$ cat src/rtl/lr35902_oam_scan.sv
// -----------------------------------------------------------------------------
// lr35902_oam_scan
//
// Mode-2 OAM search for the PPU. Walks the 40 OAM entries in fixed time
// (2 clk per entry, 80 clk per scan): phase 0 issues a word read of the Y/X
// pair, and phase 1 compares the registered Y against the latched line. Up to
// MAX_OBJ hits are stored in OAM order in a small buffer. The object fetcher
// reads that buffer by index.
//
// Optional feature macro: LR35902_OAM_SCAN_XHIT_EN. It adds an X-position
// matcher across the buffered entries.
//
// Ports:
//   clk, reset          clock, asynchronous active-high reset
//   start               one-cycle pulse that starts a scan (ignored while busy)
//   ly                  line to scan for, sampled at start
//   obj_size            0 = 8-line objects, 1 = 16-line objects (live)
//   oam_adr, oam_read   OAM byte address (bit 0 always 0) and read strobe
//   oam_dout16          OAM word, {X, Y}, valid the cycle after oam_read
//   busy, done          scan in progress / one-cycle completion pulse
//   count               number of buffered objects, 0..MAX_OBJ
//   sel_idx             buffer read index
//   sel_x, sel_num      X and OAM entry number of buffer[sel_idx]
//   xpos (opt)          screen X being rendered
//   xhit, xhit_idx (opt) a buffered entry has X == xpos / lowest such index
// -----------------------------------------------------------------------------
module lr35902_oam_scan #(
  parameter int MAX_OBJ     = 10,
  parameter int NUM_ENTRIES = 40
) (
  input  logic        clk,
  input  logic        reset,
  input  logic        start,
  input  logic [7:0]  ly,
  input  logic        obj_size,
  output logic [7:0]  oam_adr,
  output logic        oam_read,
  input  logic [15:0] oam_dout16,
  output logic        busy,
  output logic        done,
  output logic [3:0]  count,
  input  logic [3:0]  sel_idx,
  output logic [7:0]  sel_x,
  output logic [5:0]  sel_num
`ifdef LR35902_OAM_SCAN_XHIT_EN
  ,
  input  logic [7:0]  xpos,
  output logic        xhit,
  output logic [3:0]  xhit_idx
`endif
);

  localparam logic [3:0] MAX_CNT = 4'(MAX_OBJ);
  localparam logic [5:0] LAST_N  = 6'(NUM_ENTRIES - 1);

  typedef enum logic {IDLE, SCAN} state_t;

  state_t      state, state_next;
  logic        phase;
  logic [5:0]  n;
  logic [7:0]  ly_q;
  logic        last;
  logic        wr_en;
  logic [7:0]  obj_x   [MAX_OBJ];
  logic [5:0]  obj_num [MAX_OBJ];

  // The object occupies the line when (ly + 16 - Y) mod 512 is below its
  // height. The 9-bit wrap keeps Y values near 255 from aliasing onto line 0.
  function automatic logic line_hit(input logic [7:0] line, input logic [7:0] y,
                                    input logic size16);
    logic [8:0] d;
    d = {1'b0, line} + 9'd16 - {1'b0, y};
    return size16 ? (d < 9'd16) : (d < 9'd8);
  endfunction

  assign busy     = (state == SCAN);
  assign oam_read = (state == SCAN) && !phase;
  assign oam_adr  = {n, 2'b00};
  assign last     = (state == SCAN) && phase && (n == LAST_N);
  assign wr_en    = (state == SCAN) && phase && (count < MAX_CNT) &&
                    line_hit(ly_q, oam_dout16[7:0], obj_size);

  always_comb begin
    state_next = state;
    case (state)
      IDLE:    if (start) state_next = SCAN;
      SCAN:    if (last)  state_next = IDLE;
      default: state_next = IDLE;
    endcase
  end

  always_ff @(posedge clk or posedge reset) begin
    if (reset) begin
      state <= IDLE;
      phase <= 1'b0;
      n     <= '0;
      count <= '0;
      done  <= 1'b0;
    end else begin
      state <= state_next;
      done  <= last;
      if (state == IDLE && start) begin
        phase <= 1'b0;
        n     <= '0;
        count <= '0;
      end else if (state == SCAN) begin
        phase <= ~phase;
        if (phase) n <= last ? 6'd0 : n + 6'd1;
        if (wr_en) count <= count + 4'd1;
      end
    end
  end

  // Compare stage: capture the line and store hits (data path, no reset)
  always_ff @(posedge clk) begin
    if (state == IDLE && start) ly_q <= ly;
    if (wr_en) begin
      obj_x[count]   <= oam_dout16[15:8];
      obj_num[count] <= n;
    end
  end

  always_comb begin
    sel_x   = '0;
    sel_num = '0;
    if (sel_idx < MAX_CNT) begin
      sel_x   = obj_x[sel_idx];
      sel_num = obj_num[sel_idx];
    end
  end

`ifdef LR35902_OAM_SCAN_XHIT_EN
  logic       xhit_c, xhit_q;
  logic [3:0] xidx_c, xidx_q;

  // Scan from the top down so the lowest matching index wins.
  always_comb begin
    xhit_c = 1'b0;
    xidx_c = '0;
    for (int i = MAX_OBJ - 1; i >= 0; i--) begin
      if (4'(i) < count && obj_x[i] == xpos) begin
        xhit_c = 1'b1;
        xidx_c = 4'(i);
      end
    end
  end

  // Match stage: registered result, suppressed while the buffer is filling
  always_ff @(posedge clk or posedge reset) begin
    if (reset) begin
      xhit_q <= 1'b0;
      xidx_q <= '0;
    end else begin
      xhit_q <= xhit_c;
      xidx_q <= xidx_c;
    end
  end

  assign xhit     = xhit_q && !busy;
  assign xhit_idx = busy ? 4'd0 : xidx_q;
`endif

endmodule

$ cat config.mk
export PLATFORM = sky130hd
export DESIGN_NAME = lr35902_oam_scan
export DESIGN_NICKNAME = d
export VERILOG_FILES = /design/src/rtl/lr35902_oam_scan.sv
export SDC_FILE = /design/constraint.sdc
export NUM_CORES = 1
export LEC_CHECK = 0
export CORE_MARGIN = 2
export CORE_UTILIZATION = 60
export CTS_BUF_LIST = sky130_fd_sc_hd__clkbuf_2
export CTS_CLUSTER_DIAMETER = 150
export DETAILED_ROUTE_END_ITERATION = 7
export PLACE_DENSITY = 0.83
export SYNTH_ARGS = -nofsm -noshare
export SYNTH_HDL_FRONTEND = slang
export SYNTH_SLANG_ARGS = --single-unit
export TNS_END_PERCENT = 20
$ cat constraint.sdc
create_clock -name clk -period 6.25 [get_ports clk]
set_input_delay 0.625 -clock clk [delete_from_list [all_inputs] [get_ports clk]]
set_output_delay 0.625 -clock clk [all_outputs]
set_load 0.02 [all_outputs]
==> flow_summary.json <==
{
  "finalHoldViolCount": 0,
  "syn_area_sq_um": 6830,
  "io_buffers": 58,
  "p_total_mw": 2.13,
  "pre_cts_slack_ns": 1.67,
  "clock_latency_ns": 0.70,
  "numCtsBuffers": 17,
  "core_sq_um": 11000,
  "hp-class": "in -> async",
  "die_x_um": 111,
  "cts_resized": 0,
  "antenna_found_initial": 0,
  "cp_slowest_cell": "nor2_1",
  "synth_flop_cell": "edfxtp_1",
  "critPathMaxStageDelay_ns": 1.06,
  "place_area_sq_um": 7650,
  "dpl.cell_count": 590,
  "yosysSeqAreaShare_pct": 69.9,
  "grt_max_degree": 30,
  "synth_edf_count": 148,
  "clk_pin_slew_ns": 0.22,
  "grt_pass1_wl_mm": 21.2,
  "max_freq_mhz": 234,
  "cp.arrival_ns": 3.64,
  "p_int_mw": 1.55,
  "period_share_pct": 68.3,
  "drv_slew": 0,
  "wire_per_inst_um": 21.1,
  "ios": 61,
  "htreeDepth": 4,
  "place_hpwl_mm": 8.49,
  "stdcell_area_sq_um": 7880,
  "drc_errors": 0,
  "path_common_cell": "clkdlybuf4s50_1",
  "overflow": 0,
  "cp-start-kind": "input port",
  "avgViaCountPerCell": 6.18,
  "initial_utilization_pct": 62.2,
  "tns_ns": 0,
  "yosys_warnings": 0,
  "peakVddDrop_uv": 171,
  "post_cts_buffers": 0,
  "ys_types": 50,
  "die_h_um": 111,
  "crit_path_end_kind": "primary output",
  "power.leakage_nw": 2.68,
  "rsz0062_at_grt": "no",
  "sequentialPowerShare_pct": 61.5,
  "routed_wl_mm": 13.1,
  "relSlewSlack_pct": 16.8,
  "cp_top_family": "buffers and inverters",
  "dr.pass1.iters": 5,
  "cts_root_buf": "clkbuf_2",
  "max_cap_viol_count": 0,
  "cts_buffer_depth": 2,
  "ctsHoldBuffers": 0,
  "synthToLayoutAreaGrowth_pct": 15.4,
  "clkSinkCount": 161,
  "dieArea_sq_um": 12200,
  "finalClockSkew_ns": 0.0207,
  "layout.cells.non_filler": 622,
  "setup_violations": 0,
  "avgSynthCellArea_sq_um": 17.2,
  "drt_iter0_drc": 319,
  "cts_tree": "built",
  "switchingPower_mw": 0.579,
  "nNetsFinal": 519,
  "finalCriticalPeriod_ns": 4.27,
  "yosys_register_bits": 161,
  "swShare_pct": 27.2,
  "timing.hold.ws_ns": 0.213,
  "p_per_area_nw_per_um2": 270,
  "worst_slew_pin_slew_ns": 1.24,
  "utilization_pct": 71.7,
  "synthArstFlopShare_pct": 8.07,
  "ant_nets": 0,
  "vias": 3842,
  "fin_ws_ns": 1.98,
  "gp_congestion": 0.832,
  "critPathKind": "in -> out",
  "critPathMaxFanout": 29,
  "pwr-share-comb_pct": 13.6,
  "layout-drive-gt1-share_pct": 22.2,
  "status": "completed",
  "crit_buf_inv": 3,
  "required_ns": 5.62,
  "grt_pass1_vias": 3966,
  "antenna_cells": 0,
  "clockPowerShare_pct": 25.0,
  "crit_chain": "clkdlybuf4s50_1 > inv_1 > nor2_1 > a221oi_1 > a21oi_1 > clkdlybuf4s50_1",
  "synth_cells": 397,
  "grt_util_all_layers_pct": 22.9,
  "fp-row-count": 38
}
[metal layers]
| metal | share of wire (%) | vias up | GRT usage, % | wire length, um |
|---|---|---|---|---|
| met5 | 0 | - | 0 | 0 |
| met4 | 2.5 | 0 | 8.42 | 329 |
| met3 | 5.5 | 27 | 5.36 | 727 |
| met2 | 51 | 138 | 37.9 | 6670 |
| met1 | 41 | 1940 | 30.2 | 5410 |
| li1 | - | 1737 | - | - |
[sequential cells by signal, summed over array words and instances, names as in the netlist]
signal / count
done: 1
busy: 1
count: 4
n: 6
obj_num: 60
obj_x: 80
ly_q: 8
phase: 1
[Yosys cell counts (all sizes together) (2+ instances only)]
cell type	instances	area, sq um
a21boi	2	15.0
a21oi	17	85.1
a221oi	14	123
a31oi	4	25.0
and3	2	13.8
buf	9	51.3
clkbuf	10	37.5
dfrtp	13	325
edfxtp	148	4440
ha	18	225
inv	21	78.8
mux2	15	169
mux2i	4	43.8
mux4	28	631
nand2	24	90.1
nand2b	3	28.8
nand3	5	25.0
nand4	4	37.5
nor2	7	26.3
nor2b	3	18.8
nor3	6	30.0
nor4	6	37.5
o21ai	10	50.1
o31ai	2	15.0
or2	3	18.8
xnor2	2	17.5
[final timing paths]
check | slack [ns] | start | endpoint | cells after the start
worst max-delay path | 1.98 | sel_idx[3] | sel_num[2] | 6
worst min-delay path | 0.21 | reset | count[2] | 2
worst min register to register | 0.63 | count[0] | count[0] | 1
worst max register to register | 2.42 | ly_q[5] | obj_num[4][4] | 8
min in group clk | 0.47 | ly[0] | ly_q[0] | 1
max in group asynchronous | 5.71 | reset | n[5] | 2
[final cells by class]
cell class | count | area (sq um)
clock buffers | 17 | 85.1
clock inverters | 15 | 143
fillers | 686 | 3110
inverters | 21 | 78.8
multi-input cells | 197 | 1950
flip-flops and latches | 161 | 4770
well taps | 140 | 175
repair buffers | 71 | 673
[logic make-up after synthesis]
kind of cell               after synthesis  synth area share (%)
AOI/OAI and AO/OA                       61                  6.38
xor gates and xnor gates                 3                 0.385
adders and majority gates               18                  3.30
buffers and inverters                   40                  2.46
DFF                                    161                  69.9
muxes                                   47                  12.4
other                                    1                0.0549
and+or+nand+nor                         66                  5.22
[power groups by stage]
stage	registers, mW	clock network, mW	logic (mW)
6_report	1.31	0.531	0.288
5_1_grt	1.32	0.593	0.315
4_1_cts	1.31	0.546	0.291
3_5_place_dp	1.33	0	0.289
3_3_place_gp	1.33	0	0.281
2_1_floorplan	1.33	0	0.151
[cell usage in the layout, fill, tap and decap left out, types with 3 or more instances in the layout]
cell type	n
nand3_1	5
nand2_1	24
clkbuf_2	17
a221oi_1	14
ha_1	18
a21oi_1	17
a31oi_1	4
clkinv_2	3
nor3_2	4
clkdlybuf4s50_1	57
buf_4	13
nor2b_1	3
inv_1	21
mux2i_1	3
clkinvlp_4	4
edfxtp_1	148
nor2_1	7
o21ai_0	10
or2_2	3
dfrtp_1	13
mux2_2	15
clkinv_1	3
mux4_2	28
nor4_2	6
No activity file was read; power rests on OpenSTA's default activity.
